`config.mk`:
```
export PLATFORM = sky130hd
export DESIGN_NAME = ram_rd_arb_2to1
export DESIGN_NICKNAME = d
export VERILOG_FILES = /design/src/rtl/ram_rd_arb_2to1.sv
export SDC_FILE = /design/constraint.sdc
export NUM_CORES = 1
export LEC_CHECK = 0
export CORE_MARGIN = 4
export CORE_UTILIZATION = 27
export DETAILED_ROUTE_END_ITERATION = 10
export PLACE_DENSITY = 0.77
export REMOVE_ABC_BUFFERS = 1
export SLEW_MARGIN = 25
export SYNTH_ARGS = -nofsm -noshare
export SYNTH_HDL_FRONTEND = slang
export SYNTH_SLANG_ARGS = --single-unit
```
`constraint.sdc`:
```
create_clock -name clk -period 2.3 [get_ports clk]
set_input_delay 0.575 -clock clk [delete_from_list [all_inputs] [get_ports clk]]
set_output_delay 0.575 -clock clk [all_outputs]
set_load 0.02 [all_outputs]
```
`src/rtl/ram_rd_arb_2to1.sv`:
```
// ram_rd_arb_2to1: round-robin 2:1 sharing of a RAM read port with in-order tag routing of responses
module ram_rd_arb_2to1 #(
  parameter int DATA_W    = 32,
  parameter int DEPTH     = 8,
  parameter int ADDR_W    = $clog2(DEPTH),
  parameter int MAX_OUTST = 4,
  parameter int CNT_W     = $clog2(MAX_OUTST) + 1
) (
  input  logic              clk,
  input  logic              rst,
  input  logic              src0_rd_req_val,
  input  logic [ADDR_W-1:0] src0_rd_req_addr,
  output logic              src0_rd_req_rdy,
  output logic              src0_rd_resp_val,
  output logic [DATA_W-1:0] src0_rd_resp_data,
  input  logic              src0_rd_resp_rdy,
  input  logic              src1_rd_req_val,
  input  logic [ADDR_W-1:0] src1_rd_req_addr,
  output logic              src1_rd_req_rdy,
  output logic              src1_rd_resp_val,
  output logic [DATA_W-1:0] src1_rd_resp_data,
  input  logic              src1_rd_resp_rdy,
  output logic              ram_rd_req_en,
  output logic [ADDR_W-1:0] ram_rd_req_addr,
  input  logic              ram_rd_req_rdy,
  input  logic              ram_rd_resp_val,
  input  logic [DATA_W-1:0] ram_rd_resp_data,
  output logic              ram_rd_resp_rdy,
  output logic [CNT_W-1:0]  outst_cnt,
  output logic              err_orphan_resp
);
  localparam int PTR_W = $clog2(MAX_OUTST);
  logic prio, win, full, busy, head, accept, hs;
  logic [MAX_OUTST-1:0] tags;
  logic [PTR_W-1:0] wr_ptr, rd_ptr;
  always_comb begin
    win = (src0_rd_req_val & src1_rd_req_val) ? prio : src1_rd_req_val;
    full = outst_cnt == CNT_W'(MAX_OUTST);
    busy = outst_cnt != '0;
    head = tags[rd_ptr];
    ram_rd_req_en = (src0_rd_req_val | src1_rd_req_val) & !full;
    ram_rd_req_addr = win ? src1_rd_req_addr : src0_rd_req_addr;
    accept = ram_rd_req_en & ram_rd_req_rdy;
    src0_rd_req_rdy = accept & !win;
    src1_rd_req_rdy = accept & win;
    src0_rd_resp_val = ram_rd_resp_val & busy & !head;
    src1_rd_resp_val = ram_rd_resp_val & busy & head;
    src0_rd_resp_data = ram_rd_resp_data;
    src1_rd_resp_data = ram_rd_resp_data;
    ram_rd_resp_rdy = busy & (head ? src1_rd_resp_rdy : src0_rd_resp_rdy);
    hs = ram_rd_resp_val & ram_rd_resp_rdy;
  end
  // tags is the in-order owner FIFO; outst_cnt doubles as its occupancy
  always_ff @(posedge clk or negedge rst) begin
    if (!rst) begin
      prio <= 1'b0;
      tags <= '0;
      wr_ptr <= '0;
      rd_ptr <= '0;
      outst_cnt <= '0;
      err_orphan_resp <= 1'b0;
    end else begin
      if (accept) begin
        tags[wr_ptr] <= win;
        wr_ptr <= wr_ptr + PTR_W'(1);
        prio <= ~win;
      end
      if (hs) rd_ptr <= rd_ptr + PTR_W'(1);
      outst_cnt <= outst_cnt + CNT_W'(accept) - CNT_W'(hs);
      if (ram_rd_resp_val & !busy) err_orphan_resp <= 1'b1;
    end
  end
endmodule

```
==> impl_metrics.tcl <==
set metrics [dict create \
    synth_top_family_by_area "buffers and inverters" \
    drv_cap 0 \
    min_period_ns 2.41 \
    crit_fanout 3 \
    dr.pass1.iters 4 \
    placed_area_sq_um 1190 \
    grt_setup_unrepaired "true" \
    synth_top_cell_by_area "buf_4" \
    synth_cells 141 \
    area_delta_synth_final_pct 2.89 \
    nets 177 \
    antenna_found_initial 0 \
    layout_common_cells "16 x buf_4, 14 x nand2_1, 14 x clkdlybuf4s50_1" \
    yosys-mux-area-fraction 0.0838 \
    ys_warn_count 0 \
    die_y_um 76.1 \
    grt_max_degree 14 \
    globalplace.congestion 0.865 \
    wl_per_cell_um 25.8 \
    numPortBuffers 26 \
    cts_tree "done" \
    clock-root-buffer "clkbuf_8" \
    yosys.area_share.simple 0.0918 \
    grt_pass1_wl_mm 5.93 \
    timing.final.crit_share 1.05 \
    finalHoldViolCount 0 \
    path_class "register to register" \
    synth_area_leaders "buf_4 38%, dfrtp_1 26%, ha_1 6.0%" \
    ctsLongestPathBuffers 2 \
    powerDensity_nw_per_um2 1290 \
    finalNonFillerCells 175 \
    synth_compound_area_frac 0.0539 \
    yosys.cell_types.count 22 \
    synth_seq_area_share 0.259 \
    nFillCells 448 \
    maxSlewHeadroom 0.616 \
    coreArea_sq_um 4410 \
    place_hpwl_mm 3.64 \
    drive_gt1_frac 0.333 \
    die_area_sq_um 5800 \
    avgSynthCellArea_sq_um 8.89 \
    vias_per_cell 4.82 \
    final_common_cell "buf_4" \
    worst_slew_pin_slew_ns 0.574 \
    peakVddDrop_mv 0.335 \
    wl_mm 4.51 \
    crit_path_end_kind "register" \
    num_vias 844 \
    required_ns 2.44 \
    clock.fmax_ghz 0.414 \
    syn-cell-area_sq_um 1250 \
    fp.dieW_um 76.1 \
    num_rows 24 \
    ant_nets 0 \
    fin_skew_ns 0.00376 \
    clock_sinks 13 \
    drc_errors 0 \
    synth_top_area_frac 0.383 \
    design_area_sq_um 1290 \
    synthAdderAreaFrac 0.0758 \
    violations "negative setup slack" \
    cts.clk_slew.worst_paths_ns 0.06 \
    hold_buffers 0 \
    numCtsBuffers 3 \
    ys_ff_latch 13 \
    initial_core_util 0.284 \
    hp-class "register to register" \
    setup_tns_ns -0.114 \
    finalSetupViolCount 1 \
    start_kind "register" \
    ios 123 \
    insertion_delay_ns 0.25 \
    drtIter0Drc 37 \
    synth_xor_xnor_area_share 0.0279 \
    finalMaxSlewViolations 0 \
    hold_slack_ns 0.457 \
    status "finished, violations left" \
    setup_slack_ns -0.114 \
    critPathArrivalTime_ns 2.55 \
    grt-ovfl-total 0 \
    grt_usage 0.140 \
    grt_pass1_vias 838 \
    place_inst 167 \
    num_antenna_cells 0 \
    p_leak_nw 0.623 \
    htreeDepth 1 \
]
final cells by class:
type | instances | area, sq um | area share
Multi-Input combinational cell | 56 | 455 | 0.353
Timing Repair Buffer | 42 | 368 | 0.285
Sequential cell | 13 | 325 | 0.252
Tap cell | 52 | 65.1 | 0.0504
Clock buffer | 3 | 41.3 | 0.0320
Inverter | 8 | 30.0 | 0.0233
Clock inverter | 1 | 5.00 | 0.00388
cell families after synthesis:
| group | count (synthesis) |
|---|---|
| buffers and inverters | 72 |
| and+or+nand+nor | 26 |
| DFF | 13 |
| muxes | 10 |
| AOI/OAI and AO/OA | 9 |
| adders and majority gates | 7 |
| xor gates and xnor gates | 4 |
critical path, stage by stage (launching register included):
cell	delay, ns
dfrtp_1	0.44
mux2i_2	0.19
mux2i_2	0.20
mux2i_1	0.26
nor2_1	0.09
ha_1	0.28
inv_1	0.04
ha_2	0.17
fa_2	0.36
xnor2_2	0.15
xnor2_1	0.12
flip-flops by register name, indices dropped and copies added, names as in the netlist:
| signal | count |
|---|---|
| outst_cnt | 3 |
| tags | 4 |
| err_orphan_resp | 1 |
| rd_ptr | 2 |
| prio | 1 |
| wr_ptr | 2 |
path summary, 6_finish.rpt:
| check | from | to | slack, ns | cells past startpoint |
|---|---|---|---|---|
| worst max-delay path | rd_ptr[1] | outst_cnt[2] | -0.11 | 10 |
| worst min-delay path | err_orphan_resp | err_orphan_resp | 0.46 | 1 |
| worst max register to register | rd_ptr[1] | outst_cnt[2] | -0.11 | 10 |
| worst min register to register | err_orphan_resp | err_orphan_resp | 0.46 | 1 |
| max in group asynchronous | rst | rd_ptr[1] | 1.23 | 1 |
| min in group asynchronous | rst | err_orphan_resp | 0.69 | 1 |
synth_stat cells:
cell type	number
a211oi_4	1
a21o_1	1
a21oi_1	2
buf_4	64
dfrtp_1	13
fa_1	1
ha_1	6
inv_1	8
mux2_1	4
mux2i_1	6
nand2_1	14
nand2b_1	1
nor2_1	7
nor2_2	1
nor2b_1	1
nor3_1	1
nor3b_2	1
o21a_1	1
o21ai_0	3
o31ai_1	1
xnor2_1	3
xor2_1	1
power breakdown:
group          leakage, nW  switching [W]  internal, W
logic                0.445       0.000456     0.000534
registers            0.152       0.000116     0.000347
clock network       0.0255      0.0000903     0.000120
total                0.623       0.000662      0.00100
layer usage:
layer,global-route usage,share of wire,vias to the layer above
met4,0.0455,0.031,2
met2,0.153,0.35,115
met1,0.129,0.32,373
met3,0.203,0.28,12
li1,-,-,342
met5,0.145,0.012,-
stage by stage:
| stage | setup slack [ns] | utilization | power (W) |
|---|---|---|---|
| floorplan | -0.0586 | - | 0.000924 |
| global placement | -0.431 | 0.269 | 0.00131 |
| detailed placement | -0.441 | 0.269 | 0.00133 |
| CTS | -0.121 | 0.280 | 0.00157 |
| global route | -0.278 | 0.292 | 0.00177 |
| finish | -0.114 | 0.292 | 0.00166 |
repair_timing:
action / in CTS / in global routing
pin swaps: 4 / 6
gates resized for setup: 32 / 17
endpoints found under the setup margin: 10 / 8
setup buffers: 2 / 2
Note: power is estimated with default switching activity, not from simulation.
==> RTL edit 1: new RTL, same settings <==
`MAX_OUTST`: 4 -> 2.
--- a/src/rtl/ram_rd_arb_2to1.sv
+++ b/src/rtl/ram_rd_arb_2to1.sv
@@ -3,7 +3,7 @@
   parameter int DATA_W    = 32,
   parameter int DEPTH     = 8,
   parameter int ADDR_W    = $clog2(DEPTH),
-  parameter int MAX_OUTST = 4,
+  parameter int MAX_OUTST = 2,
   parameter int CNT_W     = $clog2(MAX_OUTST) + 1
 ) (
   input  logic              clk,
Ports: changed (resized outst_cnt); port bits go from 123 to 122. The function was not compared with the original's and may differ.
==> RTL edit 1 against the unedited design <==
Global-route usage increased by 3.0 points; setup slack improved by 0.21 ns; wire length decreased by 13%; cell count decreased by 26%; sequential cell count decreased by 5; power decreased by 44%; design area decreased by 31%; area after synthesis decreased by 22%; largest cell class is now non-clock buffers; highest routed layer is now met4.
==> RTL edit 1: results (changes against the unedited design) <==
- Post-synth cell types: 20 (was 22)
- Clock group: 106 uW (was 210 uW)
- Cell Area, Placed: 855 um2 (was 1190 um2)
- Metal2 WL: 1530 um (was 1590 um)
- Metal3 WL: 1190 um (was 1270 um)
- Synth top area cells: buf_4, dfrtp_1, mux2i_1 (was buf_4, dfrtp_1, ha_1)
- R2r worst-path depth: 8 (was 10)
- First-pass GRT wire length: 5220 um (was 5930 um)
- Vias in the first global route: 685 (was 838)
- Root Buffer: clkbuf_4 (was clkbuf_8)
- CP startpoint: src1_rd_req_val (was rd_ptr[1])
- Met1 GRT Util: 14.9% (was 12.9%)
- Syn_area_per_cell: 8.74 um2 (was 8.89 um2)
- Vias/cell: 4.81 (was 4.82)
- Leak pwr: 0.000406 uW (was 0.000623 uW)
- Hold slack: 0.456 ns (was 0.457 ns)
- Worst VDD drop: 0.000401 V (was 0.000335 V)
- Crit path arrival time: 1.63 ns (was 2.55 ns)
- Critical path's slowest cell: or3_4 (was dfrtp_1)
- Max stage delay on crit path: 0.41 ns (was 0.44 ns)
- Commonest cells post-synth: buf_4, dfrtp_1, nor2_1 (was buf_4, nand2_1, dfrtp_1)
- Fin nets: 133 (was 177)
- Crit Path Class: in2out (was reg2reg)
- Worst-margin pin slew: 0.367 ns (was 0.574 ns)
- Placer Congestion: 0.746 (was 0.865)
- M3 GR Usage: 23.8% (was 20.3%)
- Vias: 621 (was 844)
- Biggest regs: outst_cnt x2, tags x2 (was tags x4, outst_cnt x3)
- Final Power: 933 uW (was 1660 uW)
- Setup slack, reg-to-reg: 0.39 ns (was -0.11 ns)
- RR Startpoint: outst_cnt[1] (was rd_ptr[1])
- Maximum operating frequency: 453 MHz (was 414 MHz)
- Initial drt markers: 22 (was 37)
- DR WL/cell: 30.5 um (was 25.8 um)
- 1st-pass router iterations: 3 (was 4)
- Post-CTS resize count: 35 (was 32)
- Postcts setup bufs: 0 (was 2)
- Top layer in use: met4 (was met5)
- HPWL Detailed: 3340 um (was 3640 um)
- Status: finished clean (was finished with violations)
- Psw: 388 uW (was 662 uW)
-- RTL edit 1: cell count changes in the layout (fill, tap and decap cells not counted), moves of 4 or more --
cell	before	now
nand2_1	14	0
buf_4	16	9
dfrtp_1	13	8
buf_2	4	0
dlygate4sd2_1	2	6
mux2_1	4	0
-- RTL edit 1: final cells by class --
type                       instances  area (um2)
timing repair buffer              33         300
inverter                           6        22.5
sequential                         8         200
multi-input combinational         33         292
fill                             380        2520
tap                               46        57.6
clock buffer                       3        22.5
-- RTL edit 1: logic make-up (layout without fill, tap and decap cells) --
family	Yosys count	after routing	synth area share [%]
mux	7	7	7.54
simple gates	10	10	5.88
flops	8	8	20.5
xor+xnor	4	4	3.58
compound gates	10	10	7.42
buf+inv	71	42	52.6
fa+ha+maj	2	2	2.56
-- RTL edit 1: critical path, delay by kind of cell --
kind,cells,cell delay (ns)
AND/OR/NAND/NOR,3,0.58
buffers and inverters,2,0.48
==> RTL edit 2: new RTL, same flow settings <==
Made on the original files. Reset style: synchronous (`rst`), changed in one clocked block.
--- a/src/rtl/ram_rd_arb_2to1.sv
+++ b/src/rtl/ram_rd_arb_2to1.sv
@@ -51,7 +51,7 @@
     hs = ram_rd_resp_val & ram_rd_resp_rdy;
   end
   // tags is the in-order owner FIFO; outst_cnt doubles as its occupancy
-  always_ff @(posedge clk or negedge rst) begin
+  always_ff @(posedge clk) begin
     if (!rst) begin
       prio <= 1'b0;
       tags <= '0;
Function: differs if rst is asserted again (counterexample within 4 cycles, from zero or initial values and one cycle with rst low); with rst held inactive, the same outputs for 10 cycles.
==> RTL edit 2 against the unedited design <==
The flow still finishes with violations (negative setup slack); critical endpoint is now outst_cnt[2]; area after synthesis is 1.2% lower; first-iteration DRC count is 22% lower; clock skew is 0.0021 ns lower; wire length is 4.3% higher; sequential cell count stayed put; design area is 3.6% higher; synthesized cell count is 6.4% higher; power is 31% lower; setup slack worse by 0.080 ns.
==> RTL edit 2: results (changes against the unedited design) <==
- First-pass GRT wire length: 5960 um (was 5930 um)
- Layout cells sized above 1: 35.3% (was 33.3%)
- Crit Path Class: reg2reg (unchanged)
- Hold Startpoint: tags[2] (was err_orphan_resp)
- Leak pwr: 0.000548 uW (was 0.000623 uW)
- Vias/cell: 4.69 (was 4.82)
- Hold slack: 0.471 ns (was 0.457 ns)
- Skew final: 0.00166 ns (was 0.00376 ns)
- Commonest cells post-synth: buf_4, dfxtp_1, nand2_1 (was buf_4, nand2_1, dfrtp_1)
- Fin nets: 187 (was 177)
- Initial drt markers: 29 (was 37)
- Largest net degree at the start of global routing: 15 (was 14)
- Asr flop ratio synth: 0% (was 100%)
- Sequential fraction of the synthesis area: 21.0% (was 25.9%)
- Final setup fails: 3 (was 1)
- CP startpoint: rd_ptr[0] (was rd_ptr[1])
- Synth top area cells: buf_4, dfxtp_1, ha_1 (was buf_4, dfrtp_1, ha_1)
- Synth Flop Type: dfxtp_1 (was dfrtp_1)
- Worst hold stages: 2 (was 1)
- Post-synth cell types: 29 (was 22)
- DR WL/cell: 25.4 um (was 25.8 um)
- Worst VDD drop: 0.000258 V (was 0.000335 V)
- Worst-margin pin slew: 0.607 ns (was 0.574 ns)
- Vias in the first global route: 860 (was 838)
- Crit path arrival time: 2.63 ns (was 2.55 ns)
- DP Worst Slack: -0.590 ns (was -0.441 ns)
- HPWL Detailed: 3980 um (was 3640 um)
- Cell Area, Placed: 1190 um2 (about the same)
- Critical path's slowest cell: mux4_2 (was dfrtp_1)
- Setup slack, reg-to-reg: -0.19 ns (was -0.11 ns)
- Final worst setup slack: -0.193 ns (was -0.114 ns)
- GRT Total Usage: 15.5% (was 14.0%)
- Fillcell total: 472 (was 448)
- Die Area: 5740 um2 (was 5800 um2)
- Reg2Reg Capture Point: outst_cnt[2] (unchanged)
- # diodes: 0 (unchanged)
- Status: finished with violations (unchanged)
- Final core occ: 30.5% (was 29.2%)
- Failing checks: negative setup slack (unchanged)
- Placer Congestion: 0.771 (was 0.865)
- Max stage delay on crit path: 0.55 ns (was 0.44 ns)
- CP max FO: 2 (was 3)
[RTL edit 2: cell count changes after synthesis, moves of 5 or more]
cell,change
dfrtp_1,-13
a21boi_0,+5
and2_1,+6
nand2_1,-5
nand3_1,+8
dfxtp_1,+13
[RTL edit 2: stage by stage]
stage / power (uW) / cells
floorplan: 592 / 83
global placement: 845 / 177
detailed placement: 856 / 177
CTS: 1080 / 183
global route: 1230 / 185
finish: 1140 / 185
[RTL edit 2: cell type report]
cell class	instances	area share (%)
clock buffer	4	3.37
timing repair buffer	46	30.2
tap	52	4.87
multi-input combinational	63	40.0
inverter	7	1.97
sequential	13	19.6
[RTL edit 2: critical path, delay by kind of cell, from the launching register on]
kind	cells	cell delay (ns)
AND/OR/NAND/NOR	2	0.22
multiplexers	2	0.78
adder cells (fa/ha/maj)	3	0.73
buffers and inverters	1	0.04
flip-flops	1	0.34
XOR/XNOR	2	0.29
[RTL edit 2: kinds of logic after synthesis]
logic type      Yosys count  share of synthesized area, %
compound gates           12                          6.87
xor+xnor                  3                          2.12
fa+ha+maj                 7                          7.68
buf+inv                  74                          41.9
flops                    13                          21.0
mux                       6                          6.16
simple gates             35                          14.2
[RTL edit 2: layer usage]
layer	GRT usage (%)	vias up	wire [um]
li1	-	381	-
met1	13.5	389	1370
met2	22.3	95	2020
met3	19.5	3	1270
met4	3.50	0	36
met5	2.78	-	0
[RTL edit 2: timing repair]
item | 4_1_cts | 5_1_grt
pin swaps | 3 | 7
cloned | 0 | 0
setup endpoints to repair | 11 | 9
resized for setup | 45 | 20
buffers inserted | 3 | 3
[RTL edit 2: where the power goes]
group          switching [uW]  internal [uW]  total [uW]
Combinational             308            327         635
Sequential               27.9            270         298
Clock                    83.9            123         206
Total                     420            720        1140
